===== config.mk =====
export PLATFORM = sky130hd
export DESIGN_NAME = commit_retire_unit
export DESIGN_NICKNAME = d
export VERILOG_FILES = /design/src/rtl/commit_retire_unit.sv
export SDC_FILE = /design/constraint.sdc
export NUM_CORES = 2
export LEC_CHECK = 0
export ABC_CLOCK_PERIOD_IN_PS = 6540
export CORE_MARGIN = 2
export CORE_UTILIZATION = 30
export CTS_BUF_LIST = sky130_fd_sc_hd__clkbuf_4
export DETAILED_ROUTE_END_ITERATION = 16
export SETUP_SLACK_MARGIN = 0.5
export SYNTH_ARGS = -nofsm -noshare
export SYNTH_HDL_FRONTEND = slang
export SYNTH_SLANG_ARGS = --single-unit

===== constraint.sdc =====
create_clock -name clk -period 6.54 [get_ports clk]
set_input_delay 0.981 -clock clk [delete_from_list [all_inputs] [get_ports clk]]
set_output_delay 0.981 -clock clk [all_outputs]
set_load 0.05 [all_outputs]

===== src/rtl/commit_retire_unit.sv =====
// Commit/retire stage: architectural register file, committed-store buffer and memory drain FSM.
// Defining STORE_FWD_EN adds a combinational store-to-load forwarding lookup (ld_addr/ld_hit/ld_data).

package commit_retire_unit_pkg;
  localparam int unsigned XLEN = 32;

  typedef struct packed {
    logic [XLEN-1:0] addr;
    logic [XLEN-1:0] data;
  } sb_entry_t;
endpackage

module commit_retire_unit
  import commit_retire_unit_pkg::*;
#(
  parameter int unsigned SB_DEPTH     = 8,
  parameter int unsigned RETIRE_CNT_W = 32
) (
  input  logic                    clk,
  input  logic                    rst,
  input  logic                    commit_valid,
  input  logic                    commit_store,
  input  logic                    commit_reg_write,
  input  logic [4:0]              commit_dest,
  input  logic [XLEN-1:0]         commit_value,
  input  logic [XLEN-1:0]         commit_Addr,
  input  logic                    commit_exception,
  input  logic                    exc_clear,
  input  logic [4:0]              rs1_addr,
  input  logic [4:0]              rs2_addr,
  output logic [XLEN-1:0]         rs1_data,
  output logic [XLEN-1:0]         rs2_data,
  output logic                    mem_req,
  output logic [XLEN-1:0]         mem_addr,
  output logic [XLEN-1:0]         mem_wdata,
  input  logic                    mem_ack,
  output logic                    commit_stall,
  output logic                    sb_empty,
  output logic                    exception_pending,
  output logic                    sb_overflow,
  output logic [RETIRE_CNT_W-1:0] retired_count
`ifdef STORE_FWD_EN
  ,
  input  logic [XLEN-1:0]         ld_addr,
  output logic                    ld_hit,
  output logic [XLEN-1:0]         ld_data
`endif
);

  localparam int unsigned PTR_W = $clog2(SB_DEPTH);
  localparam int unsigned CNT_W = PTR_W + 1;
  localparam int unsigned REG_N = 32;

  typedef enum logic {IDLE, REQ} state_t;

  logic [XLEN-1:0]  regs [REG_N];
  sb_entry_t        sb_mem [SB_DEPTH];
  logic [PTR_W-1:0] rd_ptr, wr_ptr;
  logic [CNT_W-1:0] count;
  state_t           state, state_nx;
  logic             accept, reg_wr, store_cmt, pop, push, load_head;
  sb_entry_t        head_sel;

  // Commit qualification; a full buffer only takes a store when the head leaves this cycle
  always_comb begin
    accept    = commit_valid && !exception_pending;
    reg_wr    = accept && commit_reg_write && !commit_store && (commit_dest != 5'd0);
    store_cmt = accept && commit_store;
    pop       = (state == REQ) && mem_ack;
    push      = store_cmt && ((count != CNT_W'(SB_DEPTH)) || pop);
  end

  assign commit_stall = (count == CNT_W'(SB_DEPTH));
  assign sb_empty     = (count == '0) && (state == IDLE);

  // Read ports with write-first bypass of the same-cycle commit
  always_comb begin
    rs1_data = '0;
    rs2_data = '0;
    if (rs1_addr != 5'd0)
      rs1_data = (reg_wr && (commit_dest == rs1_addr)) ? commit_value : regs[rs1_addr];
    if (rs2_addr != 5'd0)
      rs2_data = (reg_wr && (commit_dest == rs2_addr)) ? commit_value : regs[rs2_addr];
  end

  // Drain FSM next state; head stays in the buffer until acknowledged
  always_comb begin
    state_nx  = state;
    load_head = 1'b0;
    head_sel  = sb_mem[rd_ptr];
    case (state)
      IDLE: begin
        if (count != '0) begin
          load_head = 1'b1;
          state_nx  = REQ;
        end
      end
      REQ: begin
        if (mem_ack) begin
          if (count > CNT_W'(1)) begin
            load_head = 1'b1;
            head_sel  = sb_mem[rd_ptr + PTR_W'(1)];
          end else begin
            state_nx = IDLE;
          end
        end
      end
      default: state_nx = IDLE;
    endcase
  end

  always_ff @(posedge clk or negedge rst) begin
    if (!rst) begin
      state             <= IDLE;
      mem_req           <= 1'b0;
      mem_addr          <= '0;
      mem_wdata         <= '0;
      rd_ptr            <= '0;
      wr_ptr            <= '0;
      count             <= '0;
      exception_pending <= 1'b0;
      sb_overflow       <= 1'b0;
      retired_count     <= '0;
    end else begin
      state   <= state_nx;
      mem_req <= (state_nx == REQ);
      if (load_head) begin
        mem_addr  <= head_sel.addr;
        mem_wdata <= head_sel.data;
      end
      if (push) wr_ptr <= wr_ptr + PTR_W'(1);
      if (pop)  rd_ptr <= rd_ptr + PTR_W'(1);
      count <= count + CNT_W'(push) - CNT_W'(pop);
      if (store_cmt && !push) sb_overflow <= 1'b1;
      // Set wins over clear
      if (commit_exception)  exception_pending <= 1'b1;
      else if (exc_clear)    exception_pending <= 1'b0;
      if (accept) retired_count <= retired_count + RETIRE_CNT_W'(1);
    end
  end

  always_ff @(posedge clk or negedge rst) begin
    if (!rst) begin
      for (int unsigned i = 0; i < REG_N; i++) regs[i] <= '0;
    end else if (reg_wr) begin
      regs[commit_dest] <= commit_value;
    end
  end

  always_ff @(posedge clk) begin
    if (push) sb_mem[wr_ptr] <= '{addr: commit_Addr, data: commit_value};
  end

`ifdef STORE_FWD_EN
  // Oldest-to-youngest scan so the youngest matching entry wins
  always_comb begin
    ld_hit  = 1'b0;
    ld_data = '0;
    for (int unsigned i = 0; i < SB_DEPTH; i++) begin
      if ((CNT_W'(i) < count) && (sb_mem[rd_ptr + PTR_W'(i)].addr == ld_addr)) begin
        ld_hit  = 1'b1;
        ld_data = sb_mem[rd_ptr + PTR_W'(i)].data;
      end
    end
  end
`endif

endmodule

==> impl_metrics.yaml <==
outcome:
  status: "finished clean"
placement:
  portBuffers: 251
  dp_cells: 8920
  pre_cts_ws_ns: 0.918
  dp_hpwl_um: 163000
  gp_congestion: 0.821
clocking:
  cts.path.max_buffers: 4
  cts_sinks: 1645
  numCtsBuffers: 442
  clk_pin_slew_worst_paths_ns: 0.06
  cts_tree: "done"
  cts-resized-gates: 0
  cts-root-buf: "clkbuf_4"
  clk_latency_ns: 1.35
  htree_levels: 5
global_route:
  grt_pass1_vias: 56256
  grt_pass1_wl_um: 396000
  antenna_found_initial: 34
  grt-ovfl-total: 0
  grt_usage: 0.188
  grt_max_degree: 161
drt:
  drc_errors: 0
  wl_per_cell_um: 28.0
  routed_via_density: 5.53
  first_pass_iters: 5
  routed_wl_um: 272000
  vias: 53771
  drtIter0Drc: 5001
  drtAntennaViolNets: 0
synthesis:
  yosysMostFrequentCell: "dfrtp_1"
  ys_warn_count: 0
  syn-num-nets: 5411
  synth-seq-cells: 1645
  synth_top_area_cell: "dfrtp_1"
  synth_enable_flop_cells: 512
  synth_area_leaders: "dfrtp_1 (34%), mux4_2 (19%), edfxtp_1 (18%)"
  netlist.area_leader.share: 0.339
  synth-seq-area-share: 0.523
  avgSynthCellArea_um2: 15.7
  synthCells: 5315
  synth-async-reset-ratio: 0.689
  synth.distinct_cells: 73
  synthTopCellsByCount: "dfrtp_1 (1,133), mux2_2 (991), mux4_2 (688)"
  synthesis.area_um2: 83600
  synth_flop_cell: "dfrtp_1"
worst_setup_path:
  r2r-start: "exception_pending"
  criticalPathCategory: "reg2out"
  critPathCaptureType: "primary output"
  timing.rr.end: "sb_mem[0][60]"
  rr_worst_depth: 6
  cp_data_arrival_time_ns: 4.81
  cp-start-kind: "flip-flop"
  ff2ff_setup_slack_ns: 2.97
  cp.required_ns: 5.56
  critPathMaxFanout: 20
floorplan:
  ios: 252
  die_x_um: 532
  dieArea_um2: 283000
  chipHeight_um: 532
  initial_core_util: 0.302
  num_rows: 193
  coreArea_um2: 277000
pwr:
  power_switching_mw: 9.67
  seqPwrFrac: 0.401
  power_density_nw_per_um2: 308
  pwr-share-comb: 0.287
  peakVddDrop_mv: 0.458
  pwr-share-clk: 0.313
  total_power_mw: 29.5
  p_int_mw: 19.8
  swShare: 0.328
  leakagePower_nw: 39.9
final_layout:
  nFillCells: 26807
  area_growth_pct: 14.3
  nets: 5756
  utilization: 0.345
  layout-drive-gt1-share: 0.456
  fin_cells: 9717
sta:
  drv_slew: 0
  rsz0062_at_grt: "no"
  period_needed_ns: 5.80
  setup_violations: 0
  hold_violations: 0
  tightest_slew_ns: 1.25
  setup_slack_ns: 0.745
  max_freq_mhz: 173
  skew_ns: 0.252
  finalCritPeriodShare: 0.886
  maxSlewHeadroom: 0.154
  tns_ns: 0
hold_path:
  hold_path_class: "in2reg"
  holdCritStartpoint: "commit_value[19]"
  hold_end: "sb_mem[0][19]"
  min_path_cells: 1
job:
  maxCapViolations: 0
==> metal layers <==
metal,share of wire,routed length (um),track usage
met1,0.43,117000,0.259
met2,0.45,122000,0.288
met3,0.089,24200,0.0509
met4,0.030,8130,0.0604
met5,0.00042,115,0
==> worst max path at each step <==
stage / start / endpoint / slack (ns) / cells after the start
detailed placement: commit_valid / rs2_data[17] / 0.92 / 7
CTS: exception_pending / rs2_data[17] / 0.69 / 6
global placement: commit_valid / rs2_data[17] / 0.94 / 7
floorplan: commit_valid / sb_mem[1][0] / 1.51 / 5
global route: exception_pending / rs2_data[25] / 0.59 / 8
finish: exception_pending / rs2_data[17] / 0.74 / 6
==> power groups by stage <==
| stage | combinational [mW] | clock (mW) | sequential (mW) |
|---|---|---|---|
| finish | 8.44 | 9.21 | 11.8 |
| global route | 9.03 | 10.0 | 11.9 |
| floorplan | 5.53 | 0 | 12.4 |
| global placement | 8.49 | 0 | 12.0 |
| CTS | 8.57 | 9.48 | 11.8 |
| detailed placement | 8.55 | 0 | 12.0 |
==> critical path: stages, from the launching register on <==
cell	delay, ns
dfrtp_1	0.42
and4bb_2	0.72
o21ai_2	0.20
or4_2	0.96
buf_4	0.34
a211oi_1	0.70
buf_4	0.33
==> cell families (layout without fill, tap and decap cells) <==
logic type	Yosys count	after routing	synth area share
multiplexers	2077	2077	0.367
buffers and inverters	564	1248	0.0346
adder cells (fa/ha/maj)	9	9	0.00144
AO/OA/AOI/OAI	555	555	0.0453
other	0	13	0
XOR/XNOR	48	48	0.00503
AND/OR/NAND/NOR	417	417	0.0239
flip-flops	1645	1645	0.523
==> sequential cells by signal, summed over array words and instances, names as in the netlist <==
signal,count
retired_count,32
count,4
sb_mem,512
wr_ptr,3
sb_overflow,1
mem_wdata,32
mem_addr,32
state,1
exception_pending,1
regs,1024
rd_ptr,3
==> final cells by class <==
class / instances / area [um2] / area share
Tap cell: 3705 / 4640 / 0.0485
Antenna cell: 13 / 32.5 / 0.000340
Inverter: 19 / 71.3 / 0.000746
Multi-Input combinational cell: 3106 / 37400 / 0.391
Timing Repair Buffer: 446 / 4140 / 0.0433
Clock inverter: 112 / 552 / 0.00577
Sequential cell: 1645 / 43700 / 0.458
Clock buffer: 671 / 5040 / 0.0527
==> cells in the final DEF (no fill, tap or decap), drive strengths merged, types with 37 or more instances in the layout <==
master	synthesis	final
o22ai	42	42
buf	310	284
mux2i	392	392
a221o	43	43
nand2	84	84
mux4	688	688
o21ai	88	88
edfxtp	512	512
a221oi	56	56
nor2b	37	37
clkinv	2	98
clkbuf	235	671
mux2	997	997
a21oi	141	141
a211oi	109	109
clkdlybuf4s50	0	161
dfrtp	1133	1133
nor2	159	159
==> timing repair <==
action,CTS,global route
hold buffers,1,0
buffers inserted,0,0
endpoints found under the hold margin,75,0
==> per-stage QoR <==
stage	instance area, um2	hold WS, ns
after global placement	89900	0.376
after detailed placement	89900	0.383
final	95600	0.280
after global routing	95500	0.184
after CTS	95500	0.145
after floorplan	83600	0.441
No activity file was read; power rests on OpenSTA's default activity.
